File: src/rtl/serial_adder_ctrl.sv
// serial_adder_ctrl: WIDTH-bit add on a shared 1-bit slice, LSB first, valid/ready on both sides.
// Define SERIAL_ADDER_SUB_EN to add the sub port (a - b, carryout=1 means no borrow).
module serial_adder_ctrl #(
  parameter int WIDTH = 4
) (
  input  logic             clk,
  input  logic             rst,
  input  logic             in_valid,
  output logic             in_ready,
  input  logic [WIDTH-1:0] a,
  input  logic [WIDTH-1:0] b,
  input  logic             carry,
`ifdef SERIAL_ADDER_SUB_EN
  input  logic             sub,
`endif
  output logic             out_valid,
  input  logic             out_ready,
  output logic [WIDTH-1:0] sum,
  output logic             carryout,
  output logic             busy
);
  localparam int CW = $clog2(WIDTH);
  typedef enum logic [1:0] {IDLE = 2'd0, RUN = 2'd1, DONE = 2'd2} state_t;
  state_t state, state_nx;
  logic [WIDTH-1:0] a_sr, b_sr, s_sr, b_ld;
  logic [CW-1:0] cnt;
  logic c, c_ld, s_bit, c_bit, last;
`ifdef SERIAL_ADDER_SUB_EN
  // two's-complement subtract: invert B and force the carry-in to 1
  assign b_ld = sub ? ~b : b;
  assign c_ld = sub | carry;
`else
  assign b_ld = b;
  assign c_ld = carry;
`endif
  assign last  = cnt == CW'(WIDTH - 1);
  assign s_bit = a_sr[0] ^ b_sr[0] ^ c;
  assign c_bit = (a_sr[0] & b_sr[0]) | (c & (a_sr[0] ^ b_sr[0]));
  always_comb begin
    state_nx = IDLE;
    state_nx = (state == IDLE) ? (in_valid ? RUN : IDLE) :
               (state == RUN)  ? (last ? DONE : RUN) :
               (state == DONE) ? (out_ready ? IDLE : DONE) : IDLE;
  end
  always_ff @(posedge clk) begin
    if (rst) begin
      state <= IDLE;
      a_sr  <= '0;
      b_sr  <= '0;
      s_sr  <= '0;
      cnt   <= '0;
      c     <= 1'b0;
    end else begin
      state <= state_nx;
      if (state == IDLE && in_valid) begin
        a_sr <= a;
        b_sr <= b_ld;
        c    <= c_ld;
        cnt  <= '0;
      end else if (state == RUN) begin
        a_sr <= a_sr >> 1;
        b_sr <= b_sr >> 1;
        s_sr <= {s_bit, s_sr[WIDTH-1:1]};
        c    <= c_bit;
        cnt  <= cnt + CW'(1);
      end
    end
  end
  assign in_ready  = state == IDLE && !rst;
  assign out_valid = state == DONE;
  assign busy      = state == RUN || state == DONE;
  assign sum       = s_sr;
  assign carryout  = c;
endmodule

File: config.mk
export PLATFORM = sky130hd
export DESIGN_NAME = serial_adder_ctrl
export DESIGN_NICKNAME = d
export VERILOG_FILES = /design/src/rtl/serial_adder_ctrl.sv
export SDC_FILE = /design/constraint.sdc
export NUM_CORES = 1
export LEC_CHECK = 0
export CORE_MARGIN = 2
export CORE_UTILIZATION = 40
export DETAILED_ROUTE_END_ITERATION = 12
export PLACE_DENSITY = 0.75
export RECOVER_POWER = 25
export SKIP_LAST_GASP = 1
export SYNTH_ARGS = -nofsm -noshare
export SYNTH_HDL_FRONTEND = slang
export SYNTH_SLANG_ARGS = --single-unit
File: constraint.sdc
create_clock -name clk -period 2.2 [get_ports clk]
set_clock_uncertainty 0.05 [all_clocks]
set_input_delay 0.55 -clock clk [delete_from_list [all_inputs] [get_ports clk]]
set_output_delay 0.55 -clock clk [all_outputs]
set_load 0.05 [all_outputs]
==> results.json, run 1 <==
{
  "switching_power_w": 0.0001757,
  "cp_num_buf_inv": 1,
  "power.internal_w": 0.0004610,
  "yosysWarnings": 0,
  "p_sw_frac": 0.2760,
  "fin_tns_setup_ns": 0,
  "critPathLaunch": "carryout",
  "clk_pin_slew_ns": 0.10,
  "synth_compound_area_frac": 0.1305,
  "pwr-share-seq": 0.528,
  "r2r-start": "state[1]",
  "synthCells": 77,
  "cts_hold_buf": 0,
  "die_w_um": 49.40,
  "cts_resized": 0,
  "drc": 0,
  "vias_per_cell": 4.808,
  "synth_area_um2": 824.5,
  "overflow": 0,
  "initial_utilization": 0.4203,
  "hold_violations": 0,
  "dp.cells": 121,
  "postCtsSetupRepairBufs": 0,
  "detailed_place_hpwl_um": 1078,
  "min_from": "sum[0]",
  "cts-root-buf": "clkbuf_4",
  "slew_violations": 0,
  "place_congestion": 0.7244,
  "wl_um": 1453,
  "vias": 601,
  "path_max_fanout": 3,
  "cp_cell_sequence": "clkdlybuf4s50_1",
  "grt_pass1_wl_um": 2463,
  "combPwrFrac": 0.217,
  "ir_drop_v": 0.0003055,
  "clock-sinks": 17,
  "die_y_um": 49.40,
  "layout_commonest_cell": "dfxtp_1",
  "fin_nets": 117,
  "fp.coreArea_mm2": 0.001962,
  "ys_top_cells_by_area": "dfxtp_1 41%, mux2i_1 15%, a211oi_2 11%, ha_1 6.1%, nor2_1 5.9%",
  "ys_ff_latch": 17,
  "num_rows": 16,
  "final_cell_mix": "17 x dfxtp_1, 16 x clkdlybuf4s50_1, 13 x nor2_1",
  "synth_largest_area_cell": "dfxtp_1",
  "synth_fp_nets": 95,
  "tritoncts": "done",
  "fillerInstances": 210,
  "synthToLayoutAreaGrowth_pct": 27.92,
  "synth_simple_gate_area_frac": 0.1487,
  "clock_latency_ns": 0.28,
  "power_density_mw_per_mm2": 603.6,
  "clockBufferDepth": 2,
  "power_w": 0.0006367,
  "antenna_left": 0,
  "ioPinCount": 21,
  "cp.arrival_ns": 1.48,
  "crit_type": "flip-flop to primary output",
  "fin_crit_ns": 2.082,
  "tightest_slew_ns": 0.6279,
  "run_status": "completed",
  "die_area_mm2": 0.002440,
  "antenna_found_initial": 0,
  "relSlewSlack": 0.5804,
  "cap_violations": 0,
  "endpoint_kind": "primary output",
  "htreeDepth": 1,
  "synth_top_family_by_area": "simple AND/OR/NAND/NOR gates",
  "ys_seq_area_frac": 0.4127,
  "firstDrtPassIters": 2,
  "drt_iter0_markers": 2,
  "setup_viol": 0,
  "critPathSlowestCell": "clkdlybuf4s50_1",
  "diodes": 0,
  "max_stage_delay_ns": 0.82,
  "finalCritPeriodShare": 0.9464,
  "max_freq_mhz": 480.3,
  "clkPwrFrac": 0.255,
  "grt_pass1_vias": 601,
  "rsz0062_at_grt": "false",
  "startpoint_type": "flip-flop",
  "hp-class": "flip-flop to flip-flop",
  "grt_max_degree": 18,
  "ys_types": 20,
  "syn_avg_cell_area_um2": 10.71,
  "grt_usage": 0.1293,
  "wire_per_inst_um": 11.62,
  "io_buffers": 20,
  "layout-drive-gt1-share": 0.1735,
  "synthXorXnorAreaFrac": 0.01062,
  "reg2reg_slack_ns": 0.58,
  "required_ns": 1.60,
  "synth_top_area_share": 0.4127,
  "yosys.area_share.adder": 0.08498,
  "stdcell_count": 125,
  "cts_made_buffers": 3,
  "total_leakage_power_nw": 0.3938,
  "muxShareOfSynthArea": 0.1457,
  "path_delay_family": "buffers and inverters"
}
cells in the mapped netlist, drive strengths merged:
cell type	number
nor2	13
fa	1
a21oi	4
nor3b	1
buf	5
nor2b	1
dfxtp	17
and2	1
ha	4
xnor2	1
nand3b	2
inv	2
a211oi	7
nor3	3
mux2i	12
nand2	3
registers in the layout, summed over array words and instances, names as in the netlist:
| register | cells |
|---|---|
| sum | 4 |
| cnt | 2 |
| a_sr | 4 |
| carryout | 1 |
| b_sr | 4 |
| state | 2 |
area by class of cell:
cell class                      instances  area, µm²  share of cell area
Tap cell                               27      33.78             0.03203
Multi-Input combinational cell         53      426.7              0.4045
Sequential cell                        17      340.3              0.3227
Clock buffer                            4      26.28             0.02491
Inverter                                2      7.507            0.007117
Timing Repair Buffer                   22      220.2              0.2088
stage by stage:
step                setup slack (ns)  cell area (µm²)    util  hold WS (ns)
CTS                          0.09698             1057  0.5389        0.4526
global route                 0.03313             1055  0.5376        0.4637
floorplan                     0.1687            824.5       -        0.4097
finish                        0.1179             1055  0.5376        0.4505
detailed placement            0.2031             1031  0.5255        0.4361
global placement              0.2172             1031  0.5255        0.4238
metal layers:
| metal | track usage | vias to the layer above | wire length (µm) |
|---|---|---|---|
| li1 | - | 306 | - |
| met1 | 0.1442 | 277 | 661 |
| met2 | 0.2342 | 14 | 720 |
| met3 | 0.02761 | 4 | 57 |
| met4 | 0.05556 | 0 | 14 |
| met5 | 0 | - | 0 |
tightest hold or removal path: cells and delay by family (launching register included):
| family | cells | cell delay (ns) |
|---|---|---|
| multiplexers | 1 | 0.07 |
| AND/OR/NAND/NOR | 1 | 0.07 |
| flip-flops | 1 | 0.34 |
logic make-up (layout without fill, tap and decap cells):
group | after synthesis | count (layout)
buf+inv | 7 | 28
xor+xnor | 1 | 1
simple gates | 24 | 24
compound gates | 11 | 11
fa+ha+maj | 5 | 5
mux | 12 | 12
flops | 17 | 17
power groups by stage:
| stage | combinational (W) | clock [W] | sequential [W] |
|---|---|---|---|
| 2_1_floorplan | 0.0000871 | 0 | 0.000354 |
| 3_3_place_gp | 0.000138 | 0 | 0.000343 |
| 3_5_place_dp | 0.000141 | 0 | 0.000344 |
| 4_1_cts | 0.000142 | 0.000171 | 0.000336 |
| 5_1_grt | 0.000150 | 0.000187 | 0.000339 |
| 6_report | 0.000138 | 0.000162 | 0.000336 |
final timing paths:
kind | end | cells after the start
setup / recovery | carryout | 1
hold / removal | sum[0] | 2
setup reg to reg | a_sr[2] | 5
hold reg to reg | sum[0] | 2
(Power assumes the default switching activity.)
==> inputs of run 2 (changes only) <==
- ABC_CLOCK_PERIOD_IN_PS: not set -> 2200
==> results of run 2 <==
Final layout, timing and power as in run 1 (identical DEF).
==> inputs of run 3 (changes only) <==
==> constraint.sdc (replaced) <==
create_clock -name clk -period 2.2 [get_ports clk]
set_clock_uncertainty 0.05 [all_clocks]
set_input_delay 0.44 -clock clk [delete_from_list [all_inputs] [get_ports clk]]
set_output_delay 0.44 -clock clk [all_outputs]
set_load 0.05 [all_outputs]
==> results.json, run 3 (synthesis gave the netlist of run 1 again) <==
{
  "crit_type": "flip-flop to primary output",
  "vias": 596,
  "firstDrtPassIters": 3,
  "cts-root-buf": "clkbuf_4",
  "layout-drive-gt1-share": 0.1735,
  "required_ns": 1.71,
  "hp-class": "flip-flop to flip-flop",
  "detailed_place_hpwl_um": 1050,
  "wl_um": 1402,
  "die_y_um": 49.40,
  "fin_nets": 117,
  "postCtsSetupRepairBufs": 0,
  "use_met1": 0.1575,
  "overflow": 0,
  "total_leakage_power_nw": 0.3909,
  "drt_iter0_markers": 6,
  "initial_utilization": 0.4203,
  "antenna_found_initial": 0,
  "wire_per_inst_um": 11.22,
  "die_w_um": 49.40,
  "grt_pass1_vias": 574,
  "seq_area_um2": 340.3,
  "fp.coreArea_mm2": 0.001962,
  "die_area_mm2": 0.002440,
  "rsz0062_at_grt": "false",
  "grt_max_degree": 18,
  "fin_util": 0.5389,
  "num_rows": 16,
  "endpoint_kind": "primary output",
  "power_w": 0.0006347,
  "final_cell_mix": "18 x clkdlybuf4s50_1, 17 x dfxtp_1, 13 x nor2_1",
  "antenna_left": 0,
  "cts_hold_buf": 0,
  "ioPinCount": 21,
  "cp.arrival_ns": 1.64,
  "run_status": "completed",
  "diodes": 0,
  "multiInputGateArea_um2": 429.2,
  "clock-sinks": 17,
  "stdcell_count": 125,
  "slew_violations": 0,
  "tightest_slew_ns": 1.050,
  "htreeDepth": 1,
  "hold_violations": 0,
  "vias_per_cell": 4.768,
  "clock_latency_ns": 0.28,
  "fillerInstances": 200,
  "cts_resized": 0,
  "tritoncts": "done",
  "clockBufferDepth": 2,
  "path_max_fanout": 2,
  "design_area_mm2": 0.001057,
  "drc": 0,
  "max_freq_mhz": 470.6,
  "power_density_mw_per_mm2": 600.3,
  "grt_pass1_wl_um": 2435,
  "met2_usage": 0.2140,
  "place_congestion": 0.6948,
  "layout_commonest_cell": "clkdlybuf4s50_1",
  "dp.cells": 121,
  "fin_tns_setup_ns": 0,
  "grt_use_met3": 0.02761,
  "ir_drop_v": 0.0004176,
  "setup_viol": 0,
  "fin_crit_ns": 2.125,
  "finalCritPeriodShare": 0.9660,
  "synthToLayoutAreaGrowth_pct": 28.22,
  "startpoint_type": "flip-flop",
  "cap_violations": 0,
  "grt_usage": 0.1299,
  "cts_made_buffers": 3,
  "placed_area_mm2": 0.001033,
  "global_route.peak_usage_layer": "met2",
  "clk_pin_slew_ns": 0.10,
  "io_buffers": 20,
  "relSlewSlack": 0.3002
}
-- run 3: where the power goes --
part | total [W] | switching (W) | internal, W
Clock | 0.000160 | 0.0000923 | 0.0000673
Combinational | 0.000139 | 0.0000732 | 0.0000659
Sequential | 0.000336 | 0.0000107 | 0.000325
Total | 0.000635 | 0.000176 | 0.000458
-- run 3: per-stage QoR --
step                      hold slack, ns  setup slack, ns
after floorplan                   0.4097           0.3887
after global placement            0.4244           0.4032
after detailed placement          0.4271           0.3780
after CTS                         0.4446          0.05767
after global routing              0.4704          0.01428
final                             0.4441          0.07489
-- run 3: final cells by class --
| cell class | count | share of cell area |
|---|---|---|
| sequential | 17 | 0.3219 |
| tap | 27 | 0.03195 |
| inverter | 2 | 0.007101 |
| timing repair buffer | 22 | 0.2071 |
| multi-input combinational | 53 | 0.4059 |
| clock inverter | 1 | 0.004734 |
| clock buffer | 3 | 0.02130 |
-- run 3: path summary, 6_finish.rpt --
| check | from | end | slack, ns | cells past startpoint |
|---|---|---|---|---|
| setup / recovery | state[0] | out_valid | 0.07 | 3 |
| hold reg to reg | b_sr[3] | b_sr[3] | 0.44 | 2 |
| hold / removal | b_sr[3] | b_sr[3] | 0.44 | 2 |
| setup reg to reg | state[1] | a_sr[2] | 0.25 | 5 |
-- run 3: routing by layer --
metal,routed length (µm),vias to the layer above
met5,0,-
met2,667,12
met3,52,2
met1,664,271
met4,18,0
li1,-,311
-- run 3: critical path, cell delays in order, from the launching register on --
cell and delay, ns:
dfxtp_1 0.33, inv_1 0.08, ha_1 0.15, clkdlybuf4s50_1 0.80
